<file path="config.mk">
export PLATFORM = sky130hd
export DESIGN_NAME = muldiv_unit
export DESIGN_NICKNAME = d
export VERILOG_FILES = /design/src/rtl/muldiv_unit_pkg.sv /design/src/rtl/muldiv_sign_adjust.sv /design/src/rtl/muldiv_unit.sv
export SDC_FILE = /design/constraint.sdc
export NUM_CORES = 1
export LEC_CHECK = 0
export CAP_MARGIN = 20
export CORE_ASPECT_RATIO = 0.7
export CORE_MARGIN = 8
export CORE_UTILIZATION = 59
export DETAILED_ROUTE_END_ITERATION = 16
export HOLD_SLACK_MARGIN = 0.03
export PLACE_DENSITY = 0.93
export SYNTH_ARGS = -nofsm -noshare
export SYNTH_HDL_FRONTEND = slang
export SYNTH_HIERARCHICAL = 1
export SYNTH_SLANG_ARGS = --single-unit
</file>
<file path="constraint.sdc">
create_clock -name clk_in -period 4.8 [get_ports clk_in]
set_input_delay 0.72 -clock clk_in [delete_from_list [all_inputs] [get_ports clk_in]]
set_output_delay 0.72 -clock clk_in [all_outputs]
set_load 0.01 [all_outputs]
</file>
<file path="src/rtl/muldiv_unit_pkg.sv">
// Shared opcode encodings, FSM state constants and opcode decode helpers for muldiv_unit.
package muldiv_unit_pkg;

  localparam logic [5:0] OPT_MUL    = 6'h20;
  localparam logic [5:0] OPT_MULH   = 6'h21;
  localparam logic [5:0] OPT_MULHSU = 6'h22;
  localparam logic [5:0] OPT_MULHU  = 6'h23;
  localparam logic [5:0] OPT_DIV    = 6'h24;
  localparam logic [5:0] OPT_DIVU   = 6'h25;
  localparam logic [5:0] OPT_REM    = 6'h26;
  localparam logic [5:0] OPT_REMU   = 6'h27;

  localparam logic [1:0] ST_IDLE = 2'd0;
  localparam logic [1:0] ST_MUL  = 2'd1;
  localparam logic [1:0] ST_DIV  = 2'd2;
  localparam logic [1:0] ST_DONE = 2'd3;

  function automatic logic opt_is_mul(input logic [5:0] opt);
    return (opt == OPT_MUL) || (opt == OPT_MULH) || (opt == OPT_MULHSU) || (opt == OPT_MULHU);
  endfunction

  function automatic logic opt_is_div(input logic [5:0] opt);
    return (opt == OPT_DIV) || (opt == OPT_DIVU) || (opt == OPT_REM) || (opt == OPT_REMU);
  endfunction

  function automatic logic opt_is_rem(input logic [5:0] opt);
    return (opt == OPT_REM) || (opt == OPT_REMU);
  endfunction

  function automatic logic opt_is_high(input logic [5:0] opt);
    return (opt == OPT_MULH) || (opt == OPT_MULHSU) || (opt == OPT_MULHU);
  endfunction

  // MULHSU treats rs1 as signed and rs2 as unsigned.
  function automatic logic opt_rs1_signed(input logic [5:0] opt);
    return (opt == OPT_MUL) || (opt == OPT_MULH) || (opt == OPT_MULHSU) ||
           (opt == OPT_DIV) || (opt == OPT_REM);
  endfunction

  function automatic logic opt_rs2_signed(input logic [5:0] opt);
    return (opt == OPT_MUL) || (opt == OPT_MULH) || (opt == OPT_DIV) || (opt == OPT_REM);
  endfunction

endpackage

</file>
<file path="src/rtl/muldiv_sign_adjust.sv">
// Two-lane conditional two's-complement negation: operand magnitudes on entry, result signs on exit.
module muldiv_sign_adjust #(
  parameter int WA = 32,
  parameter int WB = 32
) (
  input  logic [WA-1:0] i_a,
  input  logic          i_neg_a,
  input  logic [WB-1:0] i_b,
  input  logic          i_neg_b,
  output logic [WA-1:0] o_a,
  output logic [WB-1:0] o_b
);

  assign o_a = i_neg_a ? (~i_a + WA'(1)) : i_a;
  assign o_b = i_neg_b ? (~i_b + WB'(1)) : i_b;

endmodule

</file>
<file path="src/rtl/muldiv_unit.sv">
// Multi-cycle RV32M multiply/divide unit with a result-hold handshake toward the CDB.
// Define MULDIV_FAST_MUL_EN for a single-cycle multiplier; otherwise multiplies are shift-add.
module muldiv_unit
  import muldiv_unit_pkg::*;
#(
  parameter int XLEN  = 32,
  parameter int ROB_W = 4,
  parameter int OPT_W = 6
) (
  input  logic             clk_in,
  input  logic             rst_n_in,
  input  logic             rdy_in,
  input  logic             flush_in,
  input  logic             in_valid,
  output logic             in_ready,
  input  logic [OPT_W-1:0] in_opt,
  input  logic [XLEN-1:0]  in_rs1,
  input  logic [XLEN-1:0]  in_rs2,
  input  logic [ROB_W-1:0] in_rob_index,
  output logic             out_valid,
  output logic [XLEN-1:0]  out_res,
  output logic [ROB_W-1:0] out_rob_index,
  input  logic             out_ack
);

  localparam int CNT_W = $clog2(XLEN + 1);

  logic [1:0]        r_state;
  logic [CNT_W-1:0]  r_cnt;
  logic              r_valid;
  logic [XLEN-1:0]   r_res;
  logic [ROB_W-1:0]  r_rob;
  logic [OPT_W-1:0]  r_opt;
  logic [XLEN-1:0]   r_b;
  logic [2*XLEN-1:0] r_acc;
  logic              r_neg_q;
  logic              r_neg_r;

  logic              w_accept;
  logic              w_rs1_neg;
  logic              w_rs2_neg;
  logic [XLEN-1:0]   w_rs1_abs;
  logic [XLEN-1:0]   w_rs2_abs;
  logic              w_div0;
  logic              w_ovf;
  logic [XLEN-1:0]   w_special_res;
  logic              w_last;
  logic [XLEN:0]     w_mul_sum;
  logic [2*XLEN-1:0] w_mul_next;
  logic [XLEN:0]     w_div_sh;
  logic [XLEN:0]     w_div_diff;
  logic [2*XLEN-1:0] w_div_next;
  logic [2*XLEN-1:0] w_adj_a_in;
  logic [2*XLEN-1:0] w_adj_a;
  logic [XLEN-1:0]   w_adj_b;
  logic [XLEN-1:0]   w_fix_res;

  assign in_ready      = (r_state == ST_IDLE) && rdy_in && rst_n_in;
  assign w_accept      = in_valid && in_ready && !flush_in;
  assign out_valid     = r_valid;
  assign out_res       = r_res;
  assign out_rob_index = r_rob;

  assign w_rs1_neg = opt_rs1_signed(in_opt) && in_rs1[XLEN-1];
  assign w_rs2_neg = opt_rs2_signed(in_opt) && in_rs2[XLEN-1];

  muldiv_sign_adjust #(.WA(XLEN), .WB(XLEN)) u_operand_abs (
    .i_a     (in_rs1),
    .i_neg_a (w_rs1_neg),
    .i_b     (in_rs2),
    .i_neg_b (w_rs2_neg),
    .o_a     (w_rs1_abs),
    .o_b     (w_rs2_abs)
  );

  assign w_div0 = (in_rs2 == '0);
  assign w_ovf  = ((in_opt == OPT_DIV) || (in_opt == OPT_REM)) &&
                  (in_rs1 == {1'b1, {(XLEN-1){1'b0}}}) && (in_rs2 == '1);

  always_comb begin
    w_special_res = '0;
    if (opt_is_rem(in_opt)) w_special_res = w_div0 ? in_rs1 : '0;
    else                    w_special_res = w_div0 ? '1 : in_rs1;
  end

`ifdef MULDIV_FAST_MUL_EN
  logic signed [XLEN:0]     w_fm_a;
  logic signed [XLEN:0]     w_fm_b;
  logic signed [2*XLEN+1:0] w_fm_p;
  logic [XLEN-1:0]          w_fm_res;

  assign w_fm_a   = {opt_rs1_signed(in_opt) & in_rs1[XLEN-1], in_rs1};
  assign w_fm_b   = {opt_rs2_signed(in_opt) & in_rs2[XLEN-1], in_rs2};
  assign w_fm_p   = w_fm_a * w_fm_b;
  assign w_fm_res = opt_is_high(in_opt) ? w_fm_p[2*XLEN-1:XLEN] : w_fm_p[XLEN-1:0];
`endif

  assign w_last = (r_cnt == CNT_W'(XLEN));

  // Shift-add: high half accumulates, low half shifts the multiplier out LSB first.
  assign w_mul_sum  = {1'b0, r_acc[2*XLEN-1:XLEN]} + (r_acc[0] ? {1'b0, r_b} : '0);
  assign w_mul_next = {w_mul_sum, r_acc[XLEN-1:1]};

  // Restoring division: high half is the partial remainder, low half shifts quotient bits in.
  assign w_div_sh   = {r_acc[2*XLEN-1:XLEN], r_acc[XLEN-1]};
  assign w_div_diff = w_div_sh - {1'b0, r_b};
  assign w_div_next = w_div_diff[XLEN] ? {w_div_sh[XLEN-1:0], r_acc[XLEN-2:0], 1'b0}
                                       : {w_div_diff[XLEN-1:0], r_acc[XLEN-2:0], 1'b1};

  assign w_adj_a_in = (r_state == ST_DIV) ? {{XLEN{1'b0}}, r_acc[XLEN-1:0]} : r_acc;

  muldiv_sign_adjust #(.WA(2*XLEN), .WB(XLEN)) u_result_sign (
    .i_a     (w_adj_a_in),
    .i_neg_a (r_neg_q),
    .i_b     (r_acc[2*XLEN-1:XLEN]),
    .i_neg_b (r_neg_r),
    .o_a     (w_adj_a),
    .o_b     (w_adj_b)
  );

  always_comb begin
    w_fix_res = w_adj_a[XLEN-1:0];
    if (opt_is_rem(r_opt))       w_fix_res = w_adj_b;
    else if (opt_is_high(r_opt)) w_fix_res = w_adj_a[2*XLEN-1:XLEN];
  end

  always_ff @(posedge clk_in or negedge rst_n_in) begin
    if (!rst_n_in) begin
      r_state <= ST_IDLE;
      r_cnt   <= '0;
      r_valid <= 1'b0;
      r_res   <= '0;
      r_rob   <= '0;
    end else if (flush_in) begin
      r_state <= ST_IDLE;
      r_valid <= 1'b0;
    end else if (rdy_in) begin
      case (r_state)
        ST_IDLE: begin
          if (w_accept) begin
            r_cnt <= '0;
            r_rob <= in_rob_index;
            if (opt_is_mul(in_opt)) begin
`ifdef MULDIV_FAST_MUL_EN
              r_state <= ST_DONE;
              r_valid <= 1'b1;
              r_res   <= w_fm_res;
`else
              r_state <= ST_MUL;
`endif
            end else if (opt_is_div(in_opt)) begin
              if (w_div0 || w_ovf) begin
                r_state <= ST_DONE;
                r_valid <= 1'b1;
                r_res   <= w_special_res;
              end else begin
                r_state <= ST_DIV;
              end
            end else begin
              r_state <= ST_DONE;
              r_valid <= 1'b1;
              r_res   <= '0;
            end
          end
        end
        ST_MUL, ST_DIV: begin
          if (w_last) begin
            r_state <= ST_DONE;
            r_valid <= 1'b1;
            r_res   <= w_fix_res;
          end else begin
            r_cnt <= r_cnt + CNT_W'(1);
          end
        end
        default: begin
          if (out_ack) begin
            r_state <= ST_IDLE;
            r_valid <= 1'b0;
          end
        end
      endcase
    end
  end

  // Datapath registers carry no reset; they are always loaded on accept before use.
  always_ff @(posedge clk_in) begin
    if (w_accept) begin
      r_opt   <= in_opt;
      r_b     <= w_rs2_abs;
      r_acc   <= {{XLEN{1'b0}}, w_rs1_abs};
      r_neg_q <= w_rs1_neg ^ w_rs2_neg;
      r_neg_r <= w_rs1_neg;
    end else if (rdy_in && !flush_in && !w_last) begin
      if (r_state == ST_MUL)      r_acc <= w_mul_next;
      else if (r_state == ST_DIV) r_acc <= w_div_next;
    end
  end

endmodule

</file>
# == After elaboration in Yosys (flattened, before gate mapping) ==
# Cells that the tools add are included.
# totals
regBits,149
input_bits,80
out_inout_bits,38
word_cells,138
# op_classes
n_addsub,7
eq_ne,27
n_mux,43
bitwise_logic,6
n_reduce_logical,44
# op_table
cell,count
$mux 32,16
$mux 64,5
$add 32x1->32 const B,3
$not 32->32,3
$eq 6x6->1 const B,14
$add 64x1->64 const B,1
$eq 32x32->1 const B,2
$not 64->64,1
$pmux 32 s2,1
$add 32x32->33,1
$sub 33x32->33,1
$logic_not 32->1,1
$logic_or 1x1->1,16
$mux 2,7
$mux 6,2
$pmux 6 s2,1
$logic_and 1x1->1,10
$mux 1,9
$ne 3x3->1 const B,3
$ne 2x2->1 const B,4
$reduce_and 4->1,2
$reduce_bool 2->1,4
$reduce_and 7->1,1
$add 6x1->6 const B,1
other kinds (16),18

# == Longest topological paths before layout ==
# logic_depth
depth_word,12
ltp_mapped,14
ltp_nobuf,12

# == Cells and area by module ==
# The synthesis kept the hierarchy.
# modules_own_cells
module,n_inst,cells_per_inst,area_per_inst_um2,seq_area_each_um2
muldiv_unit,1,1398,11504.8,3928.8
muldiv_sign_adjust at u_result_sign,1,299,2145.8,0.0
muldiv_sign_adjust at u_operand_abs,1,189,1452.6,0.0

# == Worst setup path before layout ==
# No wires, ideal clock.
# synth_timing
path_type,reg2reg
startpoint,register r_state[1]
endpoint,register r_acc[0] (enable)
setup_ps,466
arrival_ps,3691
required_time_ps,4334
path_slack_ps,643
path_stages_with_launch,7
path_buffers,2
synth_period_minus_slack_ps,4157
path_cell_list,dfrtp_1 -> inv_1 -> ha_1 -> clkbuf_1 -> clkbuf_1 -> o21ai_0 -> o21ai_0
# synth_between
elab_chain_len,7
elab_cells_between_ends,10
classes_between,eq/ne: 2; reduce/logical: 8
# synth_lines
element,line_no,source
from (decl),muldiv_unit.sv:28,logic [1:0] r_state;
from (signal assigned),muldiv_unit.sv:129,r_state <= ST_IDLE;
from (signal assigned),muldiv_unit.sv:135,r_state <= ST_IDLE;
from (signal assigned),muldiv_unit.sv:149,r_state <= ST_MUL;
$logic_not 2->1,muldiv_unit.sv:58,assign in_ready = (r_state == ST_IDLE) && rdy_in && rst_n_in;
$logic_and 1x1->1 (2 in a row),muldiv_unit.sv:58,
$logic_and 1x1->1 (2 in a row),muldiv_unit.sv:59,assign w_accept = in_valid && in_ready && !flush_in;
$reduce_bool 3->1 (no source line) or $reduce_bool 2->1 (tied branches),--,
$reduce_and 2->1 (no source line) *,--,
to (signal assigned),muldiv_unit.sv:190,"r_acc <= {{XLEN{1'b0}}, w_rs1_abs};"
to (signal assigned),muldiv_unit.sv:194,if (r_state == ST_MUL) r_acc <= w_mul_next;
to (signal assigned),muldiv_unit.sv:195,else if (r_state == ST_DIV) r_acc <= w_div_next;
to (decl),muldiv_unit.sv:35,logic [2*XLEN-1:0] r_acc;
# Every way passes the cells marked *; elsewhere a longest branch is shown, timed or not.
# A chain may end at the register's enable or synchronous reset.

# == Worst setup path after layout ==
# layout_timing
startpoint,register r_state[0]
endpoint,register r_res[22] (netlist: out_res[22])
# layout_between
elab_chain_len,9
elab_cells_between_ends,22
classes_between,add/sub: 1; eq/ne: 6; mux: 6; bitwise: 1; reduce/logical: 8
# layout_lines
element,line_no,source
$eq 2x2->1,muldiv_unit.sv:110,"assign w_adj_a_in = (r_state == ST_DIV) ? {{XLEN{1'b0}}, r_acc[XLEN-1:0]} : r_acc;"
$mux 64,muldiv_unit.sv:110,
net w_adj_a_in[34],muldiv_unit.sv:53,logic [2*XLEN-1:0] w_adj_a_in;
$not 64->64,muldiv_sign_adjust.sv:14,assign o_a = i_neg_a ? (~i_a + WA'(1)) : i_a;
$add 64x1->64,muldiv_sign_adjust.sv:14,
$mux 64,muldiv_sign_adjust.sv:14,
net w_adj_a[54],muldiv_unit.sv:54,logic [2*XLEN-1:0] w_adj_a;
$mux 32,muldiv_unit.sv:124,else if (opt_is_high(r_opt)) w_fix_res = w_adj_a[2*XLEN-1:XLEN];
$mux 32,muldiv_unit.sv:123,if (opt_is_rem(r_opt)) w_fix_res = w_adj_b;
$mux 32,muldiv_unit.sv:167,if (w_last) begin
$pmux 32 s2,muldiv_unit.sv:138,case (r_state)
to (signal assigned),muldiv_unit.sv:155,r_res <= w_special_res;
to (signal assigned),muldiv_unit.sv:170,r_res <= w_fix_res;
to (decl),muldiv_unit.sv:31,logic [XLEN-1:0] r_res;
# The timed path passes the listed nets, and every way through them passes these cells. The select of a mux whose other input is x is not followed.

==> qor.txt <==
flops & latches, synth - 149
Crit path max-delay family - simple AND/OR/NAND/NOR gates
design area - 17200 um2
register share of total power - 24.8%
Post CTS Setup Buffer Count - 0
setup TNS after final layout - 0 ns
switching share of power - 47.0%
Cell Area, Synth - 15100 um2
final hold vios - 0
Synth top area share - 14.3%
layout filler cell count - 2015
CTS buffer count - 17
switching power - 4.34 mW
Warnings, synthesis - 6
drt first pass iters - 6
Worst Hold Slack - 0.170 ns
Worst Setup End Kind - flip-flop
Max rail drop VDD - 0.000366 V
fin util - 67.6%
slowest stage delay, CP - 0.67 ns
Yosys cell types - 79
endpoints failing setup - 0
main flop type after synthesis - edfxtp_1
routed vias - 15.8k
post-layout min period - 4.20 ns
routability cong. - 0.987
clock latency on the worst-skew pair - 0.45 ns
Post-synth EDFFs - 72
largest cells by area after synthesis - edfxtp_1 (14%), xnor2_1 (10%), dfrtp_1 (7.5%), ha_1 (6.1%), o21ai_0 (5.7%)
number of nets in the layout - 2109
CTS root buf - clkbuf_16
PostCTS Resize Cnt - 0
skew final - 0.0124 ns
vias in the first global route - 14.7k
H-tree levels - 4
Routed WL per cell - 22.4 um
Sink Count - 149
biggest area consumer among synthesized cells - edfxtp_1
Peak Freq - 238 MHz
GRT overflow - 0
n_diodes - 0
DRT iter0 DRCs - 2328
Synth Net Count - 2042
Syn Inst Count - 1886
initial antenna violation count - 0
Pleak - 6.12 nW
GR Util All Layers - 32.1%
CP max stage cell - ha_1
DRC violations left - 0
post-route clock period utilization - 87.4%
Arr. time, crit path - 4.57 ns
Clock Power Share - 16.3%
RSZ-0062 raised after global routing - false
CTS tree - done
Setup crit start kind - flip-flop
Die Y - 150 um
worst slew pin tran - 1.00 ns
Antenna Violating Nets Remaining - 0
min-delay worst type - input pin to async pin
Seq/Total Area, Yosys - 26.0%
core area - 25400 um2
Routed WL - 51400 um
crit-path cells - inv_1 -> ha_1 -> nor2b_1 -> or4_1 -> nor2_1 -> nand4_1 -> o31ai_1 -> xnor2_1 -> mux2i_1 -> o21ai_0 -> nand2_1 -> a31oi_1
first-pass GRT wire length - 80700 um
Worst Setup Slack, final - 0.603 ns
CTS max path bufs - 2
Synth Area per Inst - 8.01 um2
required time worst endpoint - 5.17 ns
max-slew violations - 0
Max-Cap Viols - 0
status - finished clean
vias per inst - 6.90
Post-synth ARST share - 30.2%
die area - 31100 um2
critical-path maximum fanout - 20
Crit Path Category - flip-flop to flip-flop
Initial Utilization - 59.4%
crit path buf inv count - 1
Slew HR - 33.1%
dpl cell area - 16600 um2
Comb pwr share - 58.9%
chip width - 207 um
Post-Place Worst Slack - 0.774 ns
quantity of hold-fixing buffers added after cts - 0
# rows - 49
share of post-route cells with drive strength above 1 - 6.00%
Pint - 4.89 mW
Port Buffer Count - 117
Ports - 118
P&R area growth vs syn - 13.9%
largest net degree at the start of global routing - 66
Power Density - 536 nW/um2
CTS clock-pin slew for the worst setup and hold paths - 0.07 ns
DPL Wire Length - 37800 um
cell families after synthesis:
logic type               count (synthesis)  synth area share, %
AND/OR/NAND/NOR                        663                 22.5
AO/OA/AOI/OAI                          548                 23.6
XOR/XNOR                               209                 12.2
buffers and inverters                  167                 4.45
flip-flops                             149                 26.0
adder cells (fa/ha/maj)                 76                 6.40
multiplexers                            74                 4.93
registers in the layout, summed over array words and instances (netlist names):
name / flops
r_cnt: 6
r_acc: 64
out_rob_index: 4
r_neg_q: 1
r_b: 32
r_state: 2
out_valid: 1
out_res: 32
r_neg_r: 1
r_opt: 6
cells in the mapped netlist, drive strengths merged (8+ instances only):
| master | number |
|---|---|
| a211oi | 17 |
| a21o | 13 |
| a21oi | 114 |
| a22o | 14 |
| a31oi | 47 |
| and2 | 37 |
| and3 | 8 |
| buf | 23 |
| clkbuf | 77 |
| dfrtp | 45 |
| dfxtp | 32 |
| edfxtp | 72 |
| ha | 74 |
| inv | 66 |
| mux2i | 71 |
| nand2 | 201 |
| nand2b | 23 |
| nand3 | 31 |
| nand4 | 37 |
| nor2 | 134 |
| nor2b | 42 |
| nor3 | 40 |
| nor4 | 33 |
| nor4b | 8 |
| o211ai | 11 |
| o21ai | 186 |
| o31ai | 53 |
| o41ai | 38 |
| or2 | 12 |
| or3 | 24 |
| or4 | 24 |
| xnor2 | 180 |
| xor2 | 29 |
path summary, 6_finish.rpt:
| check | endpoint | startpoint | depth (start not counted) | slack, ns |
|---|---|---|---|---|
| setup / recovery | out_res[22] | r_state[0] | 12 | 0.60 |
| hold / removal | out_rob_index[2] | rst_n_in | 1 | 0.17 |
| setup reg to reg | out_res[22] | r_state[0] | 12 | 0.60 |
| hold reg to reg | out_rob_index[0] | out_rob_index[0] | 2 | 0.49 |
| max in group asynchronous | out_res[8] | rst_n_in | 2 | 3.74 |
| min in group clk_in | out_rob_index[0] | out_rob_index[0] | 2 | 0.49 |
placed cells by master (no fill, tap or decap), types with 29 or more instances in the layout:
| cell | count |
|---|---|
| xor2_1 | 29 |
| nor3_1 | 39 |
| nand4_1 | 37 |
| ha_1 | 73 |
| clkdlybuf4s50_1 | 116 |
| a21oi_1 | 113 |
| nor2b_1 | 42 |
| o31ai_1 | 52 |
| inv_1 | 66 |
| o21ai_0 | 171 |
| xnor2_1 | 179 |
| mux2i_1 | 71 |
| nand2_1 | 201 |
| and2_1 | 37 |
| a31oi_1 | 47 |
| nor2_1 | 132 |
| dfrtp_1 | 45 |
| edfxtp_1 | 72 |
| nand3_1 | 30 |
| dfxtp_1 | 32 |
power by group through the flow:
stage	Combinational, mW	Sequential (mW)	Clock [mW]
CTS	5.29	2.26	1.50
floorplan	3.68	2.17	0
detailed placement	5.23	2.28	0
finish	5.44	2.29	1.50
global placement	5.09	2.27	0
global route	5.89	2.32	1.55
per-stage QoR:
stage | power (mW) | cells
2_1_floorplan | 5.86 | 1886
3_3_place_gp | 7.36 | 2265
3_5_place_dp | 7.51 | 2265
4_1_cts | 9.05 | 2297
5_1_grt | 9.76 | 2297
6_report | 9.23 | 2297
per-layer routing:
metal	track usage [%]	vias to the layer above	routed length (um)
met1	44.5	7488	21500
met4	12.4	0	1850
met3	7.09	158	6460
met2	48.1	1113	21600
met5	0	-	0
li1	-	7080	-
final cells by class:
| cell class | instances | area (um2) | share of cell area, % |
|---|---|---|---|
| flip-flops and latches | 149 | 3930 | 22.8 |
| repair buffers | 148 | 1440 | 8.35 |
| clock inverters | 12 | 176 | 1.03 |
| well taps | 331 | 414 | 2.41 |
| clock buffers | 20 | 458 | 2.66 |
| inverters | 67 | 251 | 1.46 |
| multi-input cells | 1570 | 10500 | 61.3 |
Power figures use the tool's default switching activity.
